--- config.mk ---
export PLATFORM = sky130hd
export DESIGN_NAME = oh_7seg_scan_capture
export DESIGN_NICKNAME = d
export VERILOG_FILES = /design/src/rtl/oh_7seg_pkg.sv /design/src/rtl/oh_7seg_pattern2bcd.sv /design/src/rtl/oh_7seg_scan_capture.sv
export SDC_FILE = /design/constraint.sdc
export NUM_CORES = 1
export LEC_CHECK = 0
export BUFFER_PORTS_ARGS = -buffer_cell sky130_fd_sc_hd__buf_2
export CAP_MARGIN = 20
export CORE_ASPECT_RATIO = 1.4
export CORE_MARGIN = 2
export CORE_UTILIZATION = 45
export CTS_CLUSTER_SIZE = 14
export DETAILED_ROUTE_END_ITERATION = 8
export PLACE_DENSITY = 0.69
export SETUP_SLACK_MARGIN = 0.2
export SYNTH_ARGS = -nofsm -noshare
export SYNTH_HDL_FRONTEND = slang
export SYNTH_SLANG_ARGS = --single-unit
--- constraint.sdc ---
create_clock -name clk -period 10.5 [get_ports clk]
set_clock_uncertainty 0.15 [all_clocks]
set_input_delay 1.575 -clock clk [delete_from_list [all_inputs] [get_ports clk]]
set_output_delay 1.575 -clock clk [all_outputs]
set_load 0.02 [all_outputs]
--- src/rtl/oh_7seg_pkg.sv ---
// Shared 7-segment constants: active-low segment patterns {a,b,c,d,e,f,g}, blank code
// and the capture FSM state encoding. The forward BCD->7-seg decoder uses the same patterns.
package oh_7seg_pkg;

  localparam logic [6:0] SEG_0     = 7'b0000001;
  localparam logic [6:0] SEG_1     = 7'b1001111;
  localparam logic [6:0] SEG_2     = 7'b0010010;
  localparam logic [6:0] SEG_3     = 7'b0000110;
  localparam logic [6:0] SEG_4     = 7'b1001100;
  localparam logic [6:0] SEG_5     = 7'b0100100;
  localparam logic [6:0] SEG_6     = 7'b0100000;
  localparam logic [6:0] SEG_7     = 7'b0001111;
  localparam logic [6:0] SEG_8     = 7'b0000000;
  localparam logic [6:0] SEG_9     = 7'b0001100;
  localparam logic [6:0] SEG_BLANK = 7'b1111111;

  localparam logic [3:0] BCD_BLANK = 4'hF;

  localparam logic [0:0] ST_SETTLE = 1'b0;
  localparam logic [0:0] ST_HELD   = 1'b1;

endpackage

--- src/rtl/oh_7seg_pattern2bcd.sv ---
// Inverse 7-segment table: maps an active-low pattern to its BCD digit.
// valid=1 for digits 0..9 and for the all-off blank pattern (is_blank=1, bcd=4'hF).
module oh_7seg_pattern2bcd
  import oh_7seg_pkg::*;
(
  input  logic [6:0] pattern,
  output logic       valid,
  output logic       is_blank,
  output logic [3:0] bcd
);

  always_comb begin
    valid    = 1'b1;
    is_blank = 1'b0;
    bcd      = BCD_BLANK;
    case (pattern)
      SEG_0:     bcd = 4'd0;
      SEG_1:     bcd = 4'd1;
      SEG_2:     bcd = 4'd2;
      SEG_3:     bcd = 4'd3;
      SEG_4:     bcd = 4'd4;
      SEG_5:     bcd = 4'd5;
      SEG_6:     bcd = 4'd6;
      SEG_7:     bcd = 4'd7;
      SEG_8:     bcd = 4'd8;
      SEG_9:     bcd = 4'd9;
      SEG_BLANK: is_blank = 1'b1;
      default:   valid = 1'b0;
    endcase
  end

endmodule

--- src/rtl/oh_7seg_scan_capture.sv ---
// Captures a multiplexed active-low 7-segment bus back into per-digit BCD registers.
// Each stable {dig,seg} interval is evaluated exactly once; a full set of digits pulses frame.
module oh_7seg_scan_capture
  import oh_7seg_pkg::*;
#(
  parameter int N      = 4,
  parameter int STABLE = 3
) (
  input  logic           clk,
  input  logic           reset,
  input  logic [6:0]     seg,
  input  logic [N-1:0]   dig,
  output logic [4*N-1:0] bcd,
  output logic [N-1:0]   blank,
  output logic           upd,
  output logic [2:0]     upd_idx,
  output logic           seg_err,
  output logic           dig_err,
  output logic           frame
);

  localparam int CW = $clog2(STABLE + 1);

  logic [6:0]    seg_s1, seg_s, seg_p;
  logic [N-1:0]  dig_s1, dig_s, dig_p;
  logic [CW-1:0] cnt;
  logic [0:0]    state;
  logic [N-1:0]  seen;

  logic          same, eval, write;
  logic [3:0]    hot_cnt;
  logic [2:0]    hot_idx;
  logic [N-1:0]  seen_next;
  logic          dec_valid, dec_blank;
  logic [3:0]    dec_bcd;

  oh_7seg_pattern2bcd u_dec (
    .pattern  (seg_s),
    .valid    (dec_valid),
    .is_blank (dec_blank),
    .bcd      (dec_bcd)
  );

  // The interval is evaluated on the edge where the STABLE-th consecutive match is seen.
  assign same  = (dig_s == dig_p) && (seg_s == seg_p);
  assign eval  = same && (state == ST_SETTLE) && (cnt == CW'(STABLE - 1));
  assign write = eval && (hot_cnt == 4'd1) && dec_valid;

  always_comb begin
    hot_cnt   = 4'd0;
    hot_idx   = 3'd0;
    seen_next = seen;
    for (int i = 0; i < N; i++) begin
      if (dig_s[i]) begin
        hot_cnt = hot_cnt + 4'd1;
        hot_idx = 3'(i);
      end
    end
    for (int i = 0; i < N; i++) begin
      if (hot_idx == 3'(i)) seen_next[i] = 1'b1;
    end
  end

  always_ff @(posedge clk or posedge reset) begin
    if (reset) begin
      seg_s1  <= SEG_BLANK;
      seg_s   <= SEG_BLANK;
      seg_p   <= SEG_BLANK;
      dig_s1  <= '0;
      dig_s   <= '0;
      dig_p   <= '0;
      cnt     <= '0;
      state   <= ST_SETTLE;
      seen    <= '0;
      bcd     <= {N{BCD_BLANK}};
      blank   <= '1;
      upd     <= 1'b0;
      upd_idx <= 3'd0;
      seg_err <= 1'b0;
      dig_err <= 1'b0;
      frame   <= 1'b0;
    end else begin
      seg_s1 <= seg;
      seg_s  <= seg_s1;
      dig_s1 <= dig;
      dig_s  <= dig_s1;
      seg_p  <= seg_s;
      dig_p  <= dig_s;

      if (same) begin
        if (cnt != CW'(STABLE)) cnt <= cnt + CW'(1);
      end else begin
        cnt   <= '0;
        state <= ST_SETTLE;
      end
      if (eval) state <= ST_HELD;

      upd     <= write;
      seg_err <= eval && (hot_cnt == 4'd1) && !dec_valid;
      dig_err <= eval && (hot_cnt > 4'd1);
      frame   <= 1'b0;

      if (write) begin
        upd_idx <= hot_idx;
        for (int i = 0; i < N; i++) begin
          if (hot_idx == 3'(i)) begin
            bcd[4*i +: 4] <= dec_bcd;
            blank[i]      <= dec_blank;
          end
        end
        // Completing the set clears the mask on the same edge so the next frame starts clean.
        if (&seen_next) begin
          frame <= 1'b1;
          seen  <= '0;
        end else begin
          seen  <= seen_next;
        end
      end
    end
  end

endmodule

==> flow_summary.yaml <==
cts:
  clock_sinks: 66
  hold_buffers: 0
  clkSlewWorstSetupHoldPaths_ns: 0.07
  cts_max_level: 3
  cts_buffers: 9
  post_cts_buffers: 0
  cts-root-buf: "clkbuf_8"
  clkLatencyLatePin_ns: 0.34
  clk_path_buf_depth: 2
  cts_resized: 0
  cts_tree: "done"
setup_path:
  critPathMaxFanout: 7
  r2r-start: "dig_s[1]"
  crit_arrival_ns: 3.88
  crit_type: "flip-flop to flip-flop"
  worstPathRequired_ns: 10.61
  timing.rr.end: "blank[1]"
  worst-path-buf-inv: 2
  rr_worst_depth: 10
  path_cells: "inv_1, ha_1, xnor2_1, inv_1, ha_1, a31o_1, a211oi_2, o2111ai_2, a2111oi_4, mux2_2"
  r2r_setup_slack_ns: 6.72
  slowest_stage: "a2111oi_4"
  cp_top_family: "compound AO/OA/AOI/OAI gates"
  cp-start-kind: "flip-flop"
  cpPeakStageDelay_ns: 0.71
  worstSetupEndpointType: "flip-flop"
global_routing:
  grt_pass1_vias: 1800
  antenna_found_initial: 0
  grt_util_all_layers_pct: 16.30
  grt_max_degree: 67
  grt-ovfl-total: 0
  grt_pass1_wl_mm: 8.735
finish:
  layout.nets: 273
  antenna_cells: 0
  final_cell_mix: "dfstp_2, buf_2, dfrtp_1"
  area_growth_pct: 13.33
  multi_input_area_um2: 1099
  n_fill_cell: 537
  final_common_cell: "dfstp_2"
  drive_above_1_share_pct: 50.97
  final-seq-area_um2: 1703
detailed_routing:
  drt_iter0_markers: 111
  drcViolationCount: 0
  num_vias: 1780
  firstDrtPassIters: 4
  wl_per_cell_um: 15.31
  vias_per_cell: 5.378
  ant_nets: 0
  wirelength_mm: 5.067
die:
  rows: 34
  die_x_um: 71.95
  die_area_um2: 7133
  ios: 40
  start_util_pct: 46.52
  core_area_um2: 6254
  die_height_um: 99.14
timing:
  fmax_mhz: 264.7
  setup_slack_ns: 6.722
  worst_pin_slew_ns: 0.7670
  slew_violations: 0
  rsz0062_at_grt: "false"
  timing.final.crit_share_pct: 35.98
  finalSetupTns_ns: 0
  finalHoldViolCount: 0
  period_minus_slack_ns: 3.778
  setup_viol: 0
  relSlewSlack_pct: 48.87
worst_hold_path:
  min_path_type: "flip-flop to flip-flop"
  hold_path_depth: 0
  worstHoldEndpoint: "seg_s[0]"
  hold_start: "seg_s1[0]"
logic_synthesis:
  seq_area_frac_synth_pct: 58.54
  synthTopCellsByArea: "dfstp_2, dfrtp_1, mux2_2"
  synthCells: 213
  yosys_warnings: 0
  async_reset_ff_share_pct: 100.0
  ys_types: 47
  synth_top_area_cell: "dfstp_2"
  syn_area_um2: 2909
  syn_avg_cell_area_um2: 13.66
  synth-edff-count: 0
  ys_ff_latch: 66
  synth_ff_type: "dfstp_2"
  synth_nets: 232
  synth_top_cell_area_share_pct: 37.03
power_and_ir_drop:
  p_int_uw: 366.7
  sw_frac_of_total_pct: 23.79
  seqPwrFrac_pct: 56.8
  clkPwrFrac_pct: 37.3
  ir_drop_mv: 0.1127
  leakagePower_uw: 0.001435
  power.density_nw_per_um2: 145.9
  power.share.combinational_pct: 5.9
  p_switching_uw: 114.4
place:
  dp_hpwl_mm: 3.481
  portBuffers: 38
  dp_slack_ns: 6.734
  gp_congestion: 0.8014
job:
  max_cap_viol_count: 0
run_status:
  outcome: "complete, no violations"
-- cells by family after synthesis --
family                   count (synthesis)  synth area share [%]
AO/OA/AOI/OAI                           35                 12.34
XOR/XNOR                                16                 4.817
adder cells (fa/ha/maj)                  6                 2.581
buffers and inverters                   19                 3.698
flip-flops                              66                 58.54
multiplexers                            23                 8.860
other                                    1                0.1289
AND/OR/NAND/NOR                         47                 9.033
-- power groups by stage --
stage | registers (uW) | clock network (uW) | logic [uW]
floorplan | 272 | 0 | 26.9
finish | 273 | 179 | 28.4
global placement | 277 | 0 | 27.6
CTS | 273 | 187 | 28.6
global route | 274 | 201 | 32.5
detailed placement | 278 | 0 | 28.4
-- worst register-to-register path: cells and delay by family (launching register included) --
kind,cells,cell delay (ns)
mux,1,0.41
buf+inv,2,0.26
xor+xnor,1,0.26
fa+ha+maj,2,0.57
compound gates,4,1.55
flops,1,0.51
-- layout make-up --
type / count / share of cell area (%)
Clock inverter: 3 / 0.5313
Timing Repair Buffer: 40 / 6.224
Tap cell: 72 / 2.732
Multi-Input combinational cell: 128 / 33.32
Sequential cell: 66 / 51.65
Clock buffer: 13 / 4.516
Inverter: 9 / 1.025
-- per-stage QoR --
stage          hold WS (ns)  utilization (%)  instance area, um2  cells  total power, uW
2_1_floorplan        0.1812                -                2909    213            298.6
3_3_place_gp         0.1850            49.94                3123    314            304.6
3_5_place_dp         0.1887            49.94                3123    314            305.9
4_1_cts              0.1996            52.60                3289    330            488.7
5_1_grt              0.1975            52.72                3297    331            507.4
6_report             0.1975            52.72                3297    331            481.2
-- synth_stat cells (2+ instances only) --
cell type / instances
a2111oi_2: 2
a2111oi_4: 3
a211oi_1: 3
a211oi_2: 3
a21oi_1: 5
buf_2: 5
buf_4: 2
buf_6: 3
dfrtp_1: 25
dfstp_2: 41
ha_1: 6
inv_1: 9
mux2_2: 22
nand2_1: 6
nand2b_1: 4
nand3_1: 2
nand4_1: 3
nor2_1: 8
nor3_1: 5
nor4_1: 9
o21ai_0: 4
o21ba_2: 3
or3_1: 2
xnor2_1: 3
xor2_1: 13
-- registers in the layout, summed over array words and instances (netlist names) --
signal,flops
bcd,16
seg_p,7
seg_s1,7
seg_s,7
blank,4
dig_p,4
dig_s1,4
dig_s,4
seen,4
cnt,2
upd_idx,2
dig_err,1
frame,1
seg_err,1
state,1
upd,1
-- worst max-delay path by stage --
| stage | endpoint | startpoint | cells after the start | slack [ns] |
|---|---|---|---|---|
| 2_1_floorplan | bcd[10] | dig_s[1] | 10 | 7.18 |
| 3_3_place_gp | bcd[6] | dig_s[1] | 10 | 6.85 |
| 3_5_place_dp | blank[1] | dig_s[1] | 10 | 6.73 |
| 4_1_cts | blank[1] | dig_s[1] | 10 | 6.70 |
| 5_1_grt | bcd[5] | dig_s[1] | 10 | 6.48 |
| 6_report | blank[1] | dig_s[1] | 10 | 6.72 |
-- routing by layer --
layer,global-route usage [%],share of wire (%),vias up
met1,20.07,42,889
met3,3.951,3.7,13
li1,-,-,842
met5,0,0,-
met4,8.418,2.6,0
met2,26.42,51,36
No activity file was read; power rests on OpenSTA's default activity.
